`src/rtl/rv32i_pkg.sv`:
```
// Shared RV32I front-end definitions: data width, next-PC source encodings and
// the fetch FSM state type.
package rv32i_pkg;

   localparam int unsigned XLEN = 32;

   localparam logic [1:0] PC_PLUS4   = 2'd0;
   localparam logic [1:0] PC_IMM     = 2'd1;
   localparam logic [1:0] PC_RS1_IMM = 2'd2;
   localparam logic [1:0] PC_RSVD    = 2'd3;

   localparam logic [1:0] ST_IDLE = 2'd0;
   localparam logic [1:0] ST_REQ  = 2'd1;
   localparam logic [1:0] ST_WAIT = 2'd2;
   localparam logic [1:0] ST_HOLD = 2'd3;

   typedef enum logic [1:0] {
      IDLE = ST_IDLE,
      REQ  = ST_REQ,
      WAIT = ST_WAIT,
      HOLD = ST_HOLD
   } fetch_state_e;

endpackage

```
`src/rtl/pc_fetch_if.sv`:
```
// Fetch-unit bundle: instruction-memory request/response channel plus the
// valid/ready hand-off towards decode.
interface pc_fetch_if;
   import rv32i_pkg::*;

   logic            imem_req;
   logic [XLEN-1:0] imem_addr;
   logic            imem_gnt;
   logic            imem_rvalid;
   logic [XLEN-1:0] imem_rdata;
   logic            if_valid;
   logic            if_ready;
   logic [XLEN-1:0] if_pc;
   logic [XLEN-1:0] if_instr;

   modport master (
      output imem_req, imem_addr, if_valid, if_pc, if_instr,
      input  imem_gnt, imem_rvalid, imem_rdata, if_ready
   );

   modport slave (
      input  imem_req, imem_addr, if_valid, if_pc, if_instr,
      output imem_gnt, imem_rvalid, imem_rdata, if_ready
   );

endinterface

```
`src/rtl/pc_target.sv`:
```
// Redirect target generation for branches (ex_pc+imm) and JALR ((rs1+imm)&~1),
// with a flag for targets that are not 4-byte aligned.
module pc_target
   import rv32i_pkg::*;
(
   input  logic [1:0]      pc_src,
   input  logic [XLEN-1:0] ex_pc,
   input  logic [XLEN-1:0] imm,
   input  logic [XLEN-1:0] rs1_val,
   output logic [XLEN-1:0] target,
   output logic            misalign
);

   logic [XLEN-1:0] br_sum;
   logic [XLEN-1:0] jr_sum;

   always_comb begin
      br_sum = ex_pc + imm;
      jr_sum = rs1_val + imm;
      if (pc_src == PC_RS1_IMM) begin
         target = {jr_sum[XLEN-1:1], 1'b0};
      end else begin
         target = br_sum;
      end
      misalign = target[1];
   end

endmodule

```
`src/rtl/pc_fetch.sv`:
```
// Instruction fetch stage: one outstanding memory request, a single-entry
// output buffer towards decode, and branch/jump redirect with response kill.
module pc_fetch
   import rv32i_pkg::*;
#(
   parameter logic [XLEN-1:0] RESET_PC = 32'h0000_0000
) (
   input  logic            clk,
   input  logic            rst_n,
   input  logic            ex_valid,
   input  logic [1:0]      pc_src,
   input  logic [XLEN-1:0] ex_pc,
   input  logic [XLEN-1:0] imm,
   input  logic [XLEN-1:0] rs1_val,
   pc_fetch_if.master      bus,
   output logic            misalign
);

   fetch_state_e    state_q, state_d;
   logic [XLEN-1:0] pc_q, pc_d;
   logic            kill_q, kill_d;
   logic            if_valid_q, if_valid_d;
   logic [XLEN-1:0] if_pc_q, if_pc_d;
   logic [XLEN-1:0] if_instr_q, if_instr_d;
   logic            misalign_q, misalign_d;

   logic [XLEN-1:0] tgt;
   logic            tgt_misalign;
   logic            redirect;
   logic            take;
   logic            handshake;

   pc_target u_pc_target (
      .pc_src   (pc_src),
      .ex_pc    (ex_pc),
      .imm      (imm),
      .rs1_val  (rs1_val),
      .target   (tgt),
      .misalign (tgt_misalign)
   );

   always_comb begin
      state_d    = state_q;
      pc_d       = pc_q;
      kill_d     = kill_q;
      if_valid_d = if_valid_q;
      if_pc_d    = if_pc_q;
      if_instr_d = if_instr_q;

      redirect   = ex_valid && ((pc_src == PC_IMM) || (pc_src == PC_RS1_IMM));
      take       = redirect && !tgt_misalign;
      misalign_d = redirect && tgt_misalign;
      handshake  = if_valid_q && bus.if_ready;

      if (take) begin
         pc_d       = tgt;
         if_valid_d = 1'b0;
         case (state_q)
            REQ: begin
               state_d = bus.imem_gnt ? WAIT : REQ;
               kill_d  = bus.imem_gnt;
            end
            WAIT: begin
               state_d = bus.imem_rvalid ? REQ : WAIT;
               kill_d  = !bus.imem_rvalid;
            end
            default: begin
               state_d = REQ;
               kill_d  = 1'b0;
            end
         endcase
      end else begin
         if (handshake) begin
            if_valid_d = 1'b0;
         end
         case (state_q)
            IDLE: state_d = REQ;
            REQ: begin
               if (bus.imem_gnt) begin
                  state_d = WAIT;
               end
            end
            WAIT: begin
               if (bus.imem_rvalid) begin
                  if (kill_q) begin
                     kill_d  = 1'b0;
                     state_d = REQ;
                  end else if (!if_valid_q || handshake) begin
                     if_valid_d = 1'b1;
                     if_pc_d    = pc_q;
                     if_instr_d = bus.imem_rdata;
                     pc_d       = pc_q + 32'd4;
                     state_d    = REQ;
                  end else begin
                     // Buffer still occupied: drop the word and refetch the
                     // same pc once decode drains the buffer.
                     state_d = HOLD;
                  end
               end
            end
            HOLD: begin
               if (handshake) begin
                  state_d = REQ;
               end
            end
            default: state_d = IDLE;
         endcase
      end
   end

   always_ff @(posedge clk or negedge rst_n) begin
      if (!rst_n) begin
         state_q    <= IDLE;
         pc_q       <= RESET_PC;
         kill_q     <= 1'b0;
         if_valid_q <= 1'b0;
         if_pc_q    <= '0;
         if_instr_q <= '0;
         misalign_q <= 1'b0;
      end else begin
         state_q    <= state_d;
         pc_q       <= pc_d;
         kill_q     <= kill_d;
         if_valid_q <= if_valid_d;
         if_pc_q    <= if_pc_d;
         if_instr_q <= if_instr_d;
         misalign_q <= misalign_d;
      end
   end

   assign bus.imem_req  = (state_q == REQ);
   assign bus.imem_addr = pc_q;
   assign bus.if_valid  = if_valid_q;
   assign bus.if_pc     = if_pc_q;
   assign bus.if_instr  = if_instr_q;
   assign misalign      = misalign_q;

endmodule

```
`src/flat_wrapper.sv`:
```
// flat-port wrapper written by rule: the top's interface ports become plain ports
module pc_fetch_flat import rv32i_pkg::*;
#(
   parameter logic [XLEN-1:0] RESET_PC = 32'h0000_0000
)
  (clk, rst_n, ex_valid, pc_src, ex_pc, imm, rs1_val, misalign, bus_imem_req, bus_imem_addr, bus_if_valid, bus_if_pc, bus_if_instr, bus_imem_gnt, bus_imem_rvalid, bus_imem_rdata, bus_if_ready);
  pc_fetch_if bus_i ();
  input  logic clk;
  input  logic rst_n;
  input  logic ex_valid;
  input  logic [1:0] pc_src;
  input  logic [XLEN-1:0] ex_pc;
  input  logic [XLEN-1:0] imm;
  input  logic [XLEN-1:0] rs1_val;
  output logic misalign;
  output wire logic [$bits(bus_i.imem_req)-1:0] bus_imem_req;
  output wire logic [$bits(bus_i.imem_addr)-1:0] bus_imem_addr;
  output wire logic [$bits(bus_i.if_valid)-1:0] bus_if_valid;
  output wire logic [$bits(bus_i.if_pc)-1:0] bus_if_pc;
  output wire logic [$bits(bus_i.if_instr)-1:0] bus_if_instr;
  input wire logic [$bits(bus_i.imem_gnt)-1:0] bus_imem_gnt;
  input wire logic [$bits(bus_i.imem_rvalid)-1:0] bus_imem_rvalid;
  input wire logic [$bits(bus_i.imem_rdata)-1:0] bus_imem_rdata;
  input wire logic [$bits(bus_i.if_ready)-1:0] bus_if_ready;
  assign bus_imem_req = bus_i.imem_req;
  assign bus_imem_addr = bus_i.imem_addr;
  assign bus_if_valid = bus_i.if_valid;
  assign bus_if_pc = bus_i.if_pc;
  assign bus_if_instr = bus_i.if_instr;
  assign bus_i.imem_gnt = bus_imem_gnt;
  assign bus_i.imem_rvalid = bus_imem_rvalid;
  assign bus_i.imem_rdata = bus_imem_rdata;
  assign bus_i.if_ready = bus_if_ready;
  pc_fetch #(.RESET_PC(RESET_PC)) u_core (.clk(clk), .rst_n(rst_n), .ex_valid(ex_valid), .pc_src(pc_src), .ex_pc(ex_pc), .imm(imm), .rs1_val(rs1_val), .bus(bus_i), .misalign(misalign));
endmodule
```
`config.mk`:
```
export PLATFORM = sky130hd
export DESIGN_NAME = pc_fetch_flat
export DESIGN_NICKNAME = d
export VERILOG_FILES = /design/src/rtl/rv32i_pkg.sv /design/src/rtl/pc_fetch_if.sv /design/src/rtl/pc_target.sv /design/src/rtl/pc_fetch.sv /design/src/flat_wrapper.sv
export SDC_FILE = /design/constraint.sdc
export NUM_CORES = 1
export LEC_CHECK = 0
export CAP_MARGIN = 20
export CORE_MARGIN = 2
export CORE_UTILIZATION = 53
export CTS_BUF_LIST = sky130_fd_sc_hd__clkbuf_8
export DETAILED_ROUTE_END_ITERATION = 16
export HOLD_SLACK_MARGIN = 0.02
export PLACE_DENSITY = 0.9
export SYNTH_ARGS = -nofsm -noshare
export SYNTH_HDL_FRONTEND = slang
export SYNTH_SLANG_ARGS = --single-unit
```
`constraint.sdc`:
```
create_clock -name clk -period 3.75 [get_ports clk]
set_input_delay 0.375 -clock clk [delete_from_list [all_inputs] [get_ports clk]]
set_output_delay 0.375 -clock clk [all_outputs]
set_load 0.005 [all_outputs]
```
==> impl_metrics.env <==
export IMPL_crit_cells=11
export IMPL_hold_violations=0
export IMPL_clk_latency_ps=360
export IMPL_finalNonFillerCells=1252
export IMPL_wl_met3_um=1616
export IMPL_regToRegSetupSlack_ps=1070
export IMPL_cts_repair_resize_count=0
export IMPL_max_stage_delay_ps=530
export IMPL_num_io_pins=235
export IMPL_dr_pass1_iters=5
export IMPL_timing_fmax_ghz=0.2979
export IMPL_synth_most_common_cell="dfrtp_1"
export IMPL_r2r_worst_path_cells=11
export IMPL_finalCritPeriodShare_pct=89.51
export IMPL_skew_ps=10.93
export IMPL_post_drt_wl_per_cell_um=17.49
export IMPL_cts_root_buf="clkbuf_8"
export IMPL_yosysTopAreaCell="dfrtp_1"
export IMPL_syn_area_sq_um=7853
export IMPL_async_flop_share_pct=100.0
export IMPL_vias=7477
export IMPL_diodes=0
export IMPL_hold_start="u_core.bus.if_pc[30]"
export IMPL_drive_gt1_share_pct=9.925
export IMPL_grt_overflow_total=0
export IMPL_placed_cells=1234
export IMPL_synth_compound_area_share_pct=20.38
export IMPL_wl_met2_um=10220
export IMPL_antenna_found_initial=0
export IMPL_dp_hpwl_um=17360
export IMPL_die_width_um=125.7
export IMPL_drt_wl_total_um=21900
export IMPL_synth_mux_area_share_pct=9.943
export IMPL_worst_ep_arrival_time_ps=3610
export IMPL_status="complete, no violations"
export IMPL_cap_violations=0
export IMPL_fp_row_count=44
export IMPL_critPathRequiredTime_ps=4000
export IMPL_synth_seq_cells=101
export IMPL_critPathBufInv=1
export IMPL_reg2reg_to="u_core.bus.imem_addr[24]"
export IMPL_cts_htree_levels=3
export IMPL_cts_tree="done"
export IMPL_cts_made_buffers=9
export IMPL_ant_nets=0
export IMPL_hold_ws_ps=512.6
export IMPL_drv_slew=0
export IMPL_io_buffers=234
export IMPL_post_dp_cell_area_sq_um=10370
export IMPL_initial_core_util_pct=54.23
export IMPL_crit_family="compound AO/OA/AOI/OAI gates"
export IMPL_post_route_min_period_ps=3357
export IMPL_wl_met1_um=9705
export IMPL_slew_headroom_pct=49.38
export IMPL_fp_dieArea_sq_um=15810
export IMPL_area_growth_syn_to_layout_pct=35.01
export IMPL_dieHeight_um=125.7
export IMPL_synth_cell_types=66
export IMPL_synth_edf_count=0
export IMPL_clk_pin_slew_ps=90
export IMPL_netlist_instances=844
export IMPL_grt_pass1_vias=7131
export IMPL_core_area_sq_um=14480
export IMPL_hold_path_class="flip-flop to flip-flop"
export IMPL_syn_avg_cell_area_sq_um=9.304
export IMPL_crit_slowest_cell="clkdlybuf4s50_1"
export IMPL_yosys_top_cells_count="dfrtp_1 (101), ha_1 (67), a21oi_1 (64), mux2_2 (64), nor2_1 (59)"
export IMPL_rsz0062_at_grt="false"
export IMPL_synthTopCellsByArea="dfrtp_1 (32%), ha_1 (11%), mux2_2 (9.2%), xnor2_1 (4.8%), xor2_1 (4.1%)"
export IMPL_cp_cell_sequence="clkdlybuf4s50_1, fa_1, a21o_1, a311oi_1, nor3b_1, o2111ai_1, a21oi_1, a31o_2, a211oi_1, xnor2_1, o221a_1"
export IMPL_gp_congestion=0.9691
export IMPL_critPathCaptureType="flip-flop"
export IMPL_crit_fanout=4
export IMPL_synth_xor_area_share_pct=8.923
export IMPL_path_class="primary input to flip-flop"
export IMPL_drt_iter0_drc=635
export IMPL_finalPower_mw=5.477
export IMPL_ctsLongestPathBuffers=2
export IMPL_via_per_inst=5.972
export IMPL_final_nets=1268
export IMPL_design_area_sq_um=10600
export IMPL_synthAdderAreaFrac_pct=11.19
export IMPL_cts_sinks=101
export IMPL_synth_top_family_by_area="compound AO/OA/AOI/OAI gates"
export IMPL_post_cts_buffers=0
export IMPL_finalSetupViolations=0
export IMPL_crit_start="imm[1]"
export IMPL_critPathCapture="u_core.bus.imem_addr[28]"
export IMPL_power_per_cell_area_nw_per_um2=516.6
export IMPL_grt_usage_pct=27.29
export IMPL_drcViolationCount=0
export IMPL_synth_top_flop_cell="dfrtp_1"
export IMPL_worstMarginPinSlew_ps=756.5
export IMPL_max_vdd_ir_drop_v=0.0002732
export IMPL_rr_startpoint="u_core.state_q[0]"
export IMPL_grt_pass1_wl_um=35850
export IMPL_ys_seq_area_share_pct=32.19
export IMPL_grt_max_degree=92
export IMPL_synth_warnings=0
export IMPL_tns_ps=0
export IMPL_synth_top_area_share_pct=32.19
export IMPL_syn_num_nets=1049
export IMPL_top_layer="met4"
export IMPL_cts_hold_buffers=0
export IMPL_p_leak_nw=4.440
export IMPL_synthSimpleGateAreaFrac_pct=14.66
export IMPL_critPathLaunchType="primary input"
## per-layer routing
metal	global-route usage (%)	vias to the layer above
met5	0	-
met4	7.712	0
met3	3.314	30
met2	44.71	337
met1	38.32	3536
li1	-	3574
## placed cells by master, fill, tap and decap left out, types with 10 or more instances in the layout
cell type,instances
xor2_1,37
nand3_1,34
a21oi_1,64
buf_4,10
dfrtp_1,101
xnor2_1,43
o21ai_0,40
o211ai_1,13
clkdlybuf4s50_1,233
a31oi_1,10
mux2_2,64
a21o_1,27
a211oi_1,15
nor2_1,59
nand4_1,21
inv_1,21
ha_1,66
nand2_1,50
and3_1,15
## stage by stage
stage	utilization [%]	setup WS [ps]
2_1_floorplan	-	737.6
5_1_grt	73.22	266.3
3_5_place_dp	71.63	69.03
6_report	73.22	393.2
4_1_cts	72.96	458.2
3_3_place_gp	71.63	148.6
## sequential cells by signal, indices dropped and copies added, names as in the netlist
register	flops
u_core.bus.imem_addr	32
u_core.bus.if_instr	32
u_core.kill_q	1
u_core.misalign	1
u_core.bus.if_pc	32
u_core.state_q	2
u_core.bus.if_valid	1
## logic make-up after synthesis
| group | Yosys count |
|---|---|
| simple gates | 230 |
| buf+inv | 57 |
| flops | 101 |
| fa+ha+maj | 69 |
| compound gates | 237 |
| mux | 70 |
| xor+xnor | 80 |
## where the power goes
part	internal (mW)	switching, mW	leakage, nW
registers	1.59	0.430	1.20
logic	1.72	1.07	3.13
clock network	0.306	0.358	0.106
total	3.62	1.86	4.44
## cell type report
type                    instances  area (sq um)
flip-flops and latches        101          2527
inverters                      19         71.32
clock buffers                   9         123.9
well taps                     184         230.2
repair buffers                246          2465
clock inverters                 7         68.82
fillers                      1032          3877
multi-input cells             686          5115
## worst min path at each step
| stage | end | cells past startpoint |
|---|---|---|
| after floorplan | u_core.bus.if_instr[0] | 0 |
| after global placement | u_core.bus.if_instr[8] | 1 |
| after detailed placement | u_core.bus.if_instr[30] | 1 |
| after CTS | u_core.bus.if_pc[0] | 1 |
| after global routing | u_core.bus.if_instr[30] | 1 |
| final | u_core.bus.if_pc[30] | 1 |
Note: power is estimated with default switching activity, not from simulation.
